==> src/rtl/register_univ_if.sv <==
// Bus bundle for register_univ: control/data towards the register, contents and flags back.
//   clr, ena, mode, d, sin : driven by the master (controller)
//   q, co, sout            : driven by the slave (register)
interface register_univ_if #(
  parameter int unsigned N = 8
);
  logic         clr;
  logic         ena;
  logic [2:0]   mode;
  logic [N-1:0] d;
  logic         sin;
  logic [N-1:0] q;
  logic         co;
  logic         sout;

  modport master (
    output clr, ena, mode, d, sin,
    input  q, co, sout
  );

  modport slave (
    input  clr, ena, mode, d, sin,
    output q, co, sout
  );
endinterface

==> src/rtl/register_univ.sv <==
// Universal N-bit register: hold, load, shift, rotate, increment, decrement
// with a registered carry/borrow/shift-out flag.
//   clk     : rising-edge clock
//   rst     : asynchronous active-low reset (q = RST_VAL, co = 0)
//   bus.clr : synchronous clear, beats ena and mode
//   bus.ena : clock enable
//   bus.mode: operation select
//   bus.d   : parallel load data
//   bus.sin : serial input for shift modes
//   bus.q   : register contents (flop)
//   bus.co  : carry / borrow / shifted-out bit (flop)
//   bus.sout: bit the current mode would shift out (combinational, ignores ena)
module register_univ #(
  parameter int unsigned   N       = 8,
  parameter logic [N-1:0]  RST_VAL = '0
) (
  input  logic            clk,
  input  logic            rst,
  register_univ_if.slave  bus
);

  localparam logic [2:0] MODE_HOLD = 3'b000;
  localparam logic [2:0] MODE_LOAD = 3'b001;
  localparam logic [2:0] MODE_SHL  = 3'b010;
  localparam logic [2:0] MODE_SHR  = 3'b011;
  localparam logic [2:0] MODE_ROL  = 3'b100;
  localparam logic [2:0] MODE_ROR  = 3'b101;
  localparam logic [2:0] MODE_INC  = 3'b110;
  localparam logic [2:0] MODE_DEC  = 3'b111;

  logic [N-1:0] q_r;
  logic [N-1:0] q_nxt;
  logic         co_r;
  logic         co_nxt;
  logic         sout_c;

  // Next-state selection: clr, then ena, then mode.
  always_comb begin
    q_nxt  = q_r;
    co_nxt = co_r;
    if (bus.clr) begin
      q_nxt  = RST_VAL;
      co_nxt = 1'b0;
    end else if (bus.ena) begin
      case (bus.mode)
        MODE_HOLD: begin
          q_nxt  = q_r;
          co_nxt = co_r;
        end
        MODE_LOAD: begin
          q_nxt  = bus.d;
          co_nxt = 1'b0;
        end
        MODE_SHL: begin
          q_nxt  = {q_r[N-2:0], bus.sin};
          co_nxt = q_r[N-1];
        end
        MODE_SHR: begin
          q_nxt  = {bus.sin, q_r[N-1:1]};
          co_nxt = q_r[0];
        end
        MODE_ROL: begin
          q_nxt  = {q_r[N-2:0], q_r[N-1]};
          co_nxt = q_r[N-1];
        end
        MODE_ROR: begin
          q_nxt  = {q_r[0], q_r[N-1:1]};
          co_nxt = q_r[0];
        end
        // Carry out of an increment only happens from all ones.
        MODE_INC: begin
          q_nxt  = q_r + N'(1);
          co_nxt = &q_r;
        end
        // Borrow out of a decrement only happens from zero.
        MODE_DEC: begin
          q_nxt  = q_r - N'(1);
          co_nxt = ~|q_r;
        end
        default: begin
          q_nxt  = q_r;
          co_nxt = co_r;
        end
      endcase
    end
  end

  // Shift-out preview, independent of ena and clr.
  always_comb begin
    sout_c = 1'b0;
    case (bus.mode)
      MODE_SHL, MODE_ROL: sout_c = q_r[N-1];
      MODE_SHR, MODE_ROR: sout_c = q_r[0];
      default:            sout_c = 1'b0;
    endcase
  end

  // State register.
  always_ff @(posedge clk or negedge rst) begin
    if (!rst) begin
      q_r  <= RST_VAL;
      co_r <= 1'b0;
    end else begin
      q_r  <= q_nxt;
      co_r <= co_nxt;
    end
  end

  assign bus.q    = q_r;
  assign bus.co   = co_r;
  assign bus.sout = sout_c;

endmodule

==> src/flat_wrapper.sv <==
// flat-port wrapper written by rule: the top's interface ports become plain ports
module register_univ_flat 
#(
  parameter int unsigned   N       = 8,
  parameter logic [N-1:0]  RST_VAL = '0
)
  (clk, rst, bus_clr, bus_ena, bus_mode, bus_d, bus_sin, bus_q, bus_co, bus_sout);
  register_univ_if #(.N(N)) bus_i ();
  input  logic clk;
  input  logic rst;
  input wire logic [$bits(bus_i.clr)-1:0] bus_clr;
  input wire logic [$bits(bus_i.ena)-1:0] bus_ena;
  input wire logic [$bits(bus_i.mode)-1:0] bus_mode;
  input wire logic [$bits(bus_i.d)-1:0] bus_d;
  input wire logic [$bits(bus_i.sin)-1:0] bus_sin;
  output wire logic [$bits(bus_i.q)-1:0] bus_q;
  output wire logic [$bits(bus_i.co)-1:0] bus_co;
  output wire logic [$bits(bus_i.sout)-1:0] bus_sout;
  assign bus_i.clr = bus_clr;
  assign bus_i.ena = bus_ena;
  assign bus_i.mode = bus_mode;
  assign bus_i.d = bus_d;
  assign bus_i.sin = bus_sin;
  assign bus_q = bus_i.q;
  assign bus_co = bus_i.co;
  assign bus_sout = bus_i.sout;
  register_univ #(.N(N), .RST_VAL(RST_VAL)) u_core (.clk(clk), .rst(rst), .bus(bus_i));
endmodule
==> config.mk <==
export PLATFORM = sky130hd
export DESIGN_NAME = register_univ_flat
export DESIGN_NICKNAME = d
export VERILOG_FILES = /design/src/rtl/register_univ_if.sv /design/src/rtl/register_univ.sv /design/src/flat_wrapper.sv
export SDC_FILE = /design/constraint.sdc
export NUM_CORES = 1
export LEC_CHECK = 0
export BUFFER_PORTS_ARGS = -buffer_cell sky130_fd_sc_hd__buf_4
export CORE_MARGIN = 1
export CORE_UTILIZATION = 54
export CTS_BUF_LIST = sky130_fd_sc_hd__clkbuf_2 sky130_fd_sc_hd__clkbuf_4 sky130_fd_sc_hd__clkbuf_8
export DETAILED_ROUTE_END_ITERATION = 6
export HOLD_SLACK_MARGIN = 0.06
export PLACE_DENSITY_LB_ADDON = 0.05
export SLEW_MARGIN = 5
export SYNTH_ARGS = -nofsm -noshare
export SYNTH_HDL_FRONTEND = slang
export SYNTH_SLANG_ARGS = --single-unit
==> constraint.sdc <==
create_clock -name clk -period 2.5 [get_ports clk]
set_clock_uncertainty 0.1 [all_clocks]
set_input_delay 0.5 -clock clk [delete_from_list [all_inputs] [get_ports clk]]
set_output_delay 0.5 -clock clk [all_outputs]
set_load 0.05 [all_outputs]
Yosys cells after proc, flatten, opt, wreduce, memory -nomap -nowiden --
Cells that the tools add are included.
Storage, ports and cells: flip-flop bits (word level) 9, bits in latches 0, memory bits (writable) 0, bits in read-only memories 0, input port bits 16, output and inout port bits 10, memories kept 0
Operators by class: $add $sub $neg 2, multiply operators 0, div/mod/pow operators 0, magnitude comparators 0, eq/ne operators 8, shifts and indexed selects 0, multiplexer cells 7, bitwise gates (word level) 0, reduce and logical (&&, ||, !) cells 8
Operators with widths (count):
- 8-bit case mux with 7 select lines | 1
- 8-bit two-way mux | 2
- 3-bit equality test, second input constant | 4
- 8-bit by 1-bit adder with 8-bit output, second input constant | 1
- 8-bit AND reduction | 1
- 8-bit OR reduction | 1
- 8-bit by 1-bit subtractor with 8-bit output, second input constant | 1
- 3-bit by 2-bit equality test with 1-bit output, second input constant | 2
- 1-bit case mux with 5 select lines | 1
- 2-bit OR reduction | 2
- 3-bit by 1-bit equality test with 1-bit output, second input constant | 1
- 3-bit zero test | 1
- 1-bit two-way mux | 2
- 2-bit inequality test, second input constant | 1
- 1-bit case mux with 2 select lines | 1
- 2-bit AND reduction | 1
- 2-bit nonzero test | 1
- 1-bit zero test | 1

Logic depth before layout (Yosys ltp) --
Gate-level depths: netlist of run 1.
word-level depth 5, mapped depth 8, mapped depth without buffers 7

Worst setup path after synthesis of run 1 --
No wires, ideal clock.
kind input to output, start point input bus_mode[1], end point output bus_sout, arrival 2.248 ns, required time 1.900 ns, slack -0.348 ns, stages on the path 4, path buffers 2, path through clkbuf_2 -> clkbuf_1 -> nor2_1 -> a211oi_1
Between the ends: cells in the longest elaborated chain, start to end 3, elaborated cells on any way between the ends 7
RTL lines:
- start: declaration | line flat_wrapper.sv:13 | input wire logic [$bits(bus_i.mode)-1:0] bus_mode;
- 3-bit by 2-bit equality test with 1-bit output / 3-bit equality test (equally long branches) | line register_univ.sv:91 | case (bus.mode)
- 2-bit OR reduction (no line)
- 1-bit case mux with 2 select lines (*) | line register_univ.sv:91
- end: declaration | line flat_wrapper.sv:18 | output wire logic [$bits(bus_i.sout)-1:0] bus_sout;
Mark *: on every way between the ends. The rest lies on a longest branch, timed or not.

Final worst setup path of run 1 --
start point input bus_mode[0], end point output bus_sout
Same word-level chain as after synthesis.

==> reports/metrics.csv, run 1 <==
metric,value,unit
area_delta_synth_final,24.4,%
rows,15,
r2r-start,u_core.bus.q[1]$_DFFE_PN0P_,
drc,0,
power_density,427,nW/um2
diodes,0,
ctsLongestPathBuffers,2,
synth_flop_cell,dfrtp_1,
syn-mean-instance-area,7.56,um2
worstMarginPinSlew,0.346,ns
routabilityCongestion,0.905,
synthAdderAreaFrac,1.25,%
maxSlewHeadroom,76.6,%
drt.antenna.violating_nets,0,
vias,1152,
netlist_top_cells_area,"dfrtp_1 (23%), mux2i_1 (6.0%), nor2_1 (4.9%)",
required,1.90,ns
r2r_setup_slack,0.51,ns
postLayoutCellArea,1240,um2
yosys_warnings,0,
yosys.area_share.simple,31.3,%
final_common_cell,buf_4,
path_cells,buf_4 > buf_4 > nand2b_1 > a211oi_2 > buf_4,
cpPeakStageDelay,0.24,ns
hold_buffers,1,
grt_max_degree,22,
cp-startpoint,bus_mode[0],
antenna_found_initial,0,
cts_setup_buffers,0,
synth_cells,132,
status,finished clean,
worstHoldStart,u_core.bus.co$_DFFE_PN0P_,
avgRoutedWirePerCell,15.9,um
clk_pin_slew,0.06,ns
ys_seq_area_share,22.6,%
floorplan.initialDensity,57.8,%
slew_violations,0,
drive_gt1_share,26.1,%
synth_compound_gate_area_share,30.3,%
hold_viol,0,
insertion_delay,0.28,ns
worstPathArrival,1.52,ns
grt_pass1_wl,4590,um
track_usage,31.8,%
detail_route.wirelength,2900,um
multi_input_area,702,um2
fmax,472,MHz
die_y,45,um
design.die.area,2030,um2
rsz0062_at_grt,no,
finalSetupViolCount,0,
final-seq-area,225,um2
cpMostUsedCell,buf_4,
dpl_cell_area,1200,um2
critPathSlowestCell,a211oi_2,
maxCapViolCount,0,
synth.ff_latch_count,9,
global_route.overflow_total,0,
chipWidth,45,um
h-tree-depth,1,
cts_made_buffers,3,
synth-xor-area-share,0.877,%
netlist.area_leader.share,22.6,%
cts.sinks,9,
peakVddDrop,0.249,mV
synth_area_leader_cell,dfrtp_1,
dp_hpwl,2120,um
cp-end-kind,output port,
min_path_type,flip-flop to flip-flop,
leakagePower,0.000536,uW
firstDrtPassIters,4,
critPathKind,input pin to output port,
ys_types,47,
tns,0,ns
avgViaCountPerCell,6.33,
start_kind,input pin,
tritoncts,done,
nNetsFinal,175,
io_pins,26,
io_buffers,25,
drt_iter0_drc,34,
synth_edf_count,0,
fin_crit_sh,84.7,%
period_needed,2.12,ns
synth_nets,149,
synth_top_family_by_area,simple AND/OR/NAND/NOR gates,
fillers,155,
cts_resized,0,
postSynth.asyncResetShare,100,%
core_area,1730,um2
first_global_vias,1004,
cts_root_buf,clkbuf_4,
crit_fanout,21,
final_cell_mix,"buf_4 (29), nor2_1 (13), nand2_1 (11), dfrtp_1 (9), o21ai_0 (8)",
synth_mux_area_share,6.02,%
synthesis.area,998,um2
## state kept, by name, indices dropped and copies added (netlist names)
register	count
u_core.bus.co	1
u_core.bus.q	8
## synth_stat cells, drive strengths merged, types with 2 or more instances
cell and n:
nand4 2, o211ai 3, a211o 2, nor2b 3
nand2b 5, mux2i 6, dfrtp 9, nand2 11
clkbuf 5, a211oi 4, o2111ai 2, buf 4
and2 3, a31oi 3, or3 3, o41ai 2
nand3 3, a221oi 2, nor3 5, a21oi 4
nor3b 2, nor2 13, a22o 2, o21ai 8
inv 7, a21o 4
## layout make-up
type | count | share of cell area, %
clock buffers | 4 | 2.42
repair buffers | 30 | 18.3
inverters | 7 | 2.11
well taps | 25 | 2.52
flip-flops and latches | 9 | 18.1
multi-input cells | 107 | 56.5
## stage by stage
stage	setup slack [ns]	util, %	std cells	total power (uW)	hold slack (ns)
finish	0.383	72.0	182	530	0.406
global route	0.315	72.0	182	550	0.474
CTS	0.401	72.0	182	524	0.407
detailed placement	0.236	69.6	177	393	0.236
global placement	0.354	69.6	177	389	0.230
floorplan	0.141	-	132	326	0.104
## where the power goes
group | internal (uW) | switching, uW
Sequential | 156 | 24.4
Clock | 72.7 | 61.9
Combinational | 87.9 | 128
## path summary, 6_finish.rpt
path	endpoint	depth (start not counted)
worst max-delay path	bus_sout	5
worst min-delay path	u_core.bus.co$_DFFE_PN0P_	2
worst max register to register	u_core.bus.q[5]$_DFFE_PN0P_	4
worst min register to register	u_core.bus.co$_DFFE_PN0P_	2
max in group asynchronous	u_core.bus.co$_DFFE_PN0P_	2
min in group asynchronous	u_core.bus.q[0]$_DFFE_PN0P_	2
## metal layers
metal | track usage, % | vias up | routed length, um
met3 | 2.40 | 11 | 209
met1 | 43.6 | 526 | 1270
met4 | 19.4 | 0 | 79
li1 | - | 547 | -
met2 | 48.4 | 68 | 1340
met5 | 0 | - | 0
## logic make-up (layout without fill, tap and decap cells)
logic type                 after synthesis  count (layout)
buffers and inverters                   16              41
adders and majority gates                1               1
DFF                                      9               9
and+or+nand+nor                         57              57
AOI/OAI and AO/OA                       42              42
xor gates and xnor gates                 1               1
muxes                                    6               6
## critical path, delay by kind of cell
family | cells | cell delay (ns)
buf+inv | 3 | 0.55
compound gates | 1 | 0.24
simple gates | 1 | 0.22
Note: power is estimated with default switching activity, not from simulation.
==> run 2: changes to the inputs <==
--- a/config.mk
+++ b/config.mk
@@ -5,9 +5,10 @@
 export SDC_FILE = /design/constraint.sdc
 export NUM_CORES = 1
 export LEC_CHECK = 0
+export ABC_AREA = 1
 export BUFFER_PORTS_ARGS = -buffer_cell sky130_fd_sc_hd__buf_4
 export CORE_MARGIN = 1
-export CORE_UTILIZATION = 54
+export CORE_UTILIZATION = 55
 export CTS_BUF_LIST = sky130_fd_sc_hd__clkbuf_2 sky130_fd_sc_hd__clkbuf_4 sky130_fd_sc_hd__clkbuf_8
 export DETAILED_ROUTE_END_ITERATION = 6
 export HOLD_SLACK_MARGIN = 0.06
==> constraint.sdc (replaced) <==
create_clock -name clk -period 2.2 [get_ports clk]
set_clock_uncertainty 0.1 [all_clocks]
set_input_delay 0.44 -clock clk [delete_from_list [all_inputs] [get_ports clk]]
set_output_delay 0.44 -clock clk [all_outputs]
set_load 0.05 [all_outputs]
==> run 2 against run 1 <==
Power increased by 9.7%. Hold slack got worse by 0.074 ns. Critical path type unchanged. Critical path depth increased by 3.
==> reports/metrics.csv, run 2 <==
metric,value,unit
status,finished clean,
firstDrtPassIters,4,
synth-xor-area-share,0,%
place_inst,236,
drive_gt1_share,23.1,%
crit_fanout,7,
synthesis.area,1120,um2
critPathSlowestCell,a22oi_1,
worstMarginPinSlew,0.346,ns
clk_pin_slew,0.06,ns
rsz0062_at_grt,no,
finalSetupViolCount,0,
synth_flop_cell,dfrtp_1,
p_int,344,uW
cts.sinks,9,
grt_max_degree,12,
yosys_warnings,0,
dp_hpwl,2440,um
worstPathArrival,1.49,ns
combPwrFrac,41.8,%
vias,1385,
start_kind,input pin,
hold_buffers,1,
cts_resized,0,
die_y,47.1,um
avgRoutedWirePerCell,13.2,um
path_cells,buf_4 > inv_2 > nor2_1 > nand2_1 > nand2_1 > a22oi_1 > inv_1 > buf_4,
h-tree-depth,1,
fmax,494,MHz
netlist.area_leader.share,20.1,%
synthAdderAreaFrac,1.12,%
design.die.area,2220,um2
cts_setup_buffers,0,
first_global_vias,1136,
core_area,1820,um2
hold_slack,0.332,ns
syn-mean-instance-area,6.03,um2
drt_iter0_drc,48,
fin_cells,241,
avgViaCountPerCell,5.75,
chipWidth,47.1,um
required,1.66,ns
final_cell_mix,"nand2_1 (56), buf_4 (30), inv_1 (27), nand3_1 (19), nor2_1 (18)",
nNetsFinal,234,
ys_seq_area_share,20.1,%
switchingPower,238,uW
track_usage,30.1,%
tritoncts,done,
cpPeakStageDelay,0.27,ns
synth.ff_latch_count,9,
maxCapViolCount,0,
fin_crit_sh,92.0,%
synth_area_leader_cell,dfrtp_1,
postSynth.asyncResetShare,100,%
min_path_type,input pin to flip-flop,
largest_reg_flops,8,
cts_made_buffers,3,
whs_path_depth,3,
leakagePower,0.000775,uW
grt_pass1_wl,4710,um
global_route.overflow_total,0,
hold_viol,0,
synth_edf_count,0,
yosys.area_share.simple,49.2,%
insertion_delay,0.26,ns
sw_frac_of_total,40.8,%
diodes,0,
floorplan.initialDensity,61.6,%
ys_types,31,
synth_top_family_by_area,simple AND/OR/NAND/NOR gates,
synth_mux_area_share,0,%
synth_commonest_cells,"nand2_1 (56), inv_1 (27), nand3_1 (19)",
io_buffers,25,
rows,15,
routabilityCongestion,0.912,
drt.antenna.violating_nets,0,
detail_route.wirelength,3180,um
worstHoldStart,bus_d[3],
synth_most_common_cell,nand2_1,
min_to,u_core.bus.q[3]$_DFFE_PN0P_,
r2r_end,u_core.bus.q[4]$_DFFE_PN0P_,
cp-end-kind,output port,
synth_cells,186,
final_common_cell,nand2_1,
cts_root_buf,clkbuf_4,
crit_family,buffers and inverters,
power_frac_clock,24.2,%
power_density,423,nW/um2
antenna_found_initial,0,
seqPwrFrac,34.0,%
critPathKind,input pin to output port,
tns,0,ns
drc,0,
io_pins,26,
maxSlewHeadroom,76.7,%
period_needed,2.03,ns
peakVddDrop,0.469,mV
synth_compound_gate_area_share,15.7,%
slew_violations,0,
ctsLongestPathBuffers,2,
area_delta_synth_final,22.7,%
r2r-start,u_core.bus.q[1]$_DFFE_PN0P_,
synth_nets,203,
rr_worst_depth,16,
netlist_top_cells_area,"dfrtp_1 (20%), nand2_1 (19%), inv_1 (9.0%)",
r2r_setup_slack,0.26,ns
path_buf_inv,4,
[run 2: kinds of logic after synthesis]
family          count (synthesis)
flops                           9
buf+inv                        35
simple gates                  114
fa+ha+maj                       1
compound gates                 27
[run 2: worst max path at each step]
stage / to / depth (start not counted) / from
floorplan: bus_sout / 7 / bus_mode[2]
global placement: bus_sout / 8 / bus_mode[2]
detailed placement: bus_sout / 8 / bus_mode[2]
CTS: bus_sout / 8 / bus_mode[2]
global route: u_core.bus.q[4]$_DFFE_PN0P_ / 16 / u_core.bus.q[1]$_DFFE_PN0P_
finish: bus_sout / 8 / bus_mode[2]
[run 2: layout make-up]
class                   instances  area, um2
clock buffers                   4       30.0
fillers                       144        445
inverters                      30        113
multi-input cells             142        741
flip-flops and latches          9        225
well taps                      25       31.3
repair buffers                 31        235
[run 2: metal layers]
layer | GRT usage [%] | share of wire, % | wire length (um) | vias up
li1 | - | - | - | 666
met1 | 40.3 | 43 | 1380 | 629
met2 | 50.0 | 47 | 1510 | 82
met3 | 6.92 | 7.8 | 247 | 8
met4 | 5.14 | 1.3 | 42 | 0
met5 | 0 | 0 | 0 | -
[run 2: tightest hold or removal path: cells and delay by family]
kind | cells | cell delay, ns
buf+inv | 1 | 0.08
compound gates | 1 | 0.09
simple gates | 1 | 0.06
[run 2: stage by stage]
| step | instance area (um2) | util, % | setup slack, ns | total power (uW) |
|---|---|---|---|---|
| finish | 1380 | 75.5 | 0.175 | 582 |
| global route | 1380 | 75.5 | 0.0959 | 618 |
| CTS | 1380 | 75.5 | 0.193 | 580 |
| detailed placement | 1340 | 73.3 | 0.210 | 438 |
| global placement | 1340 | 73.3 | 0.257 | 433 |
| floorplan | 1120 | - | 0.231 | 363 |
[run 2: power groups by stage]
stage	clock, uW	sequential (uW)	combinational (uW)
final	141	198	243
after global routing	155	199	264
after CTS	143	197	241
after detailed placement	0	200	238
after global placement	0	200	233
after floorplan	0	229	135
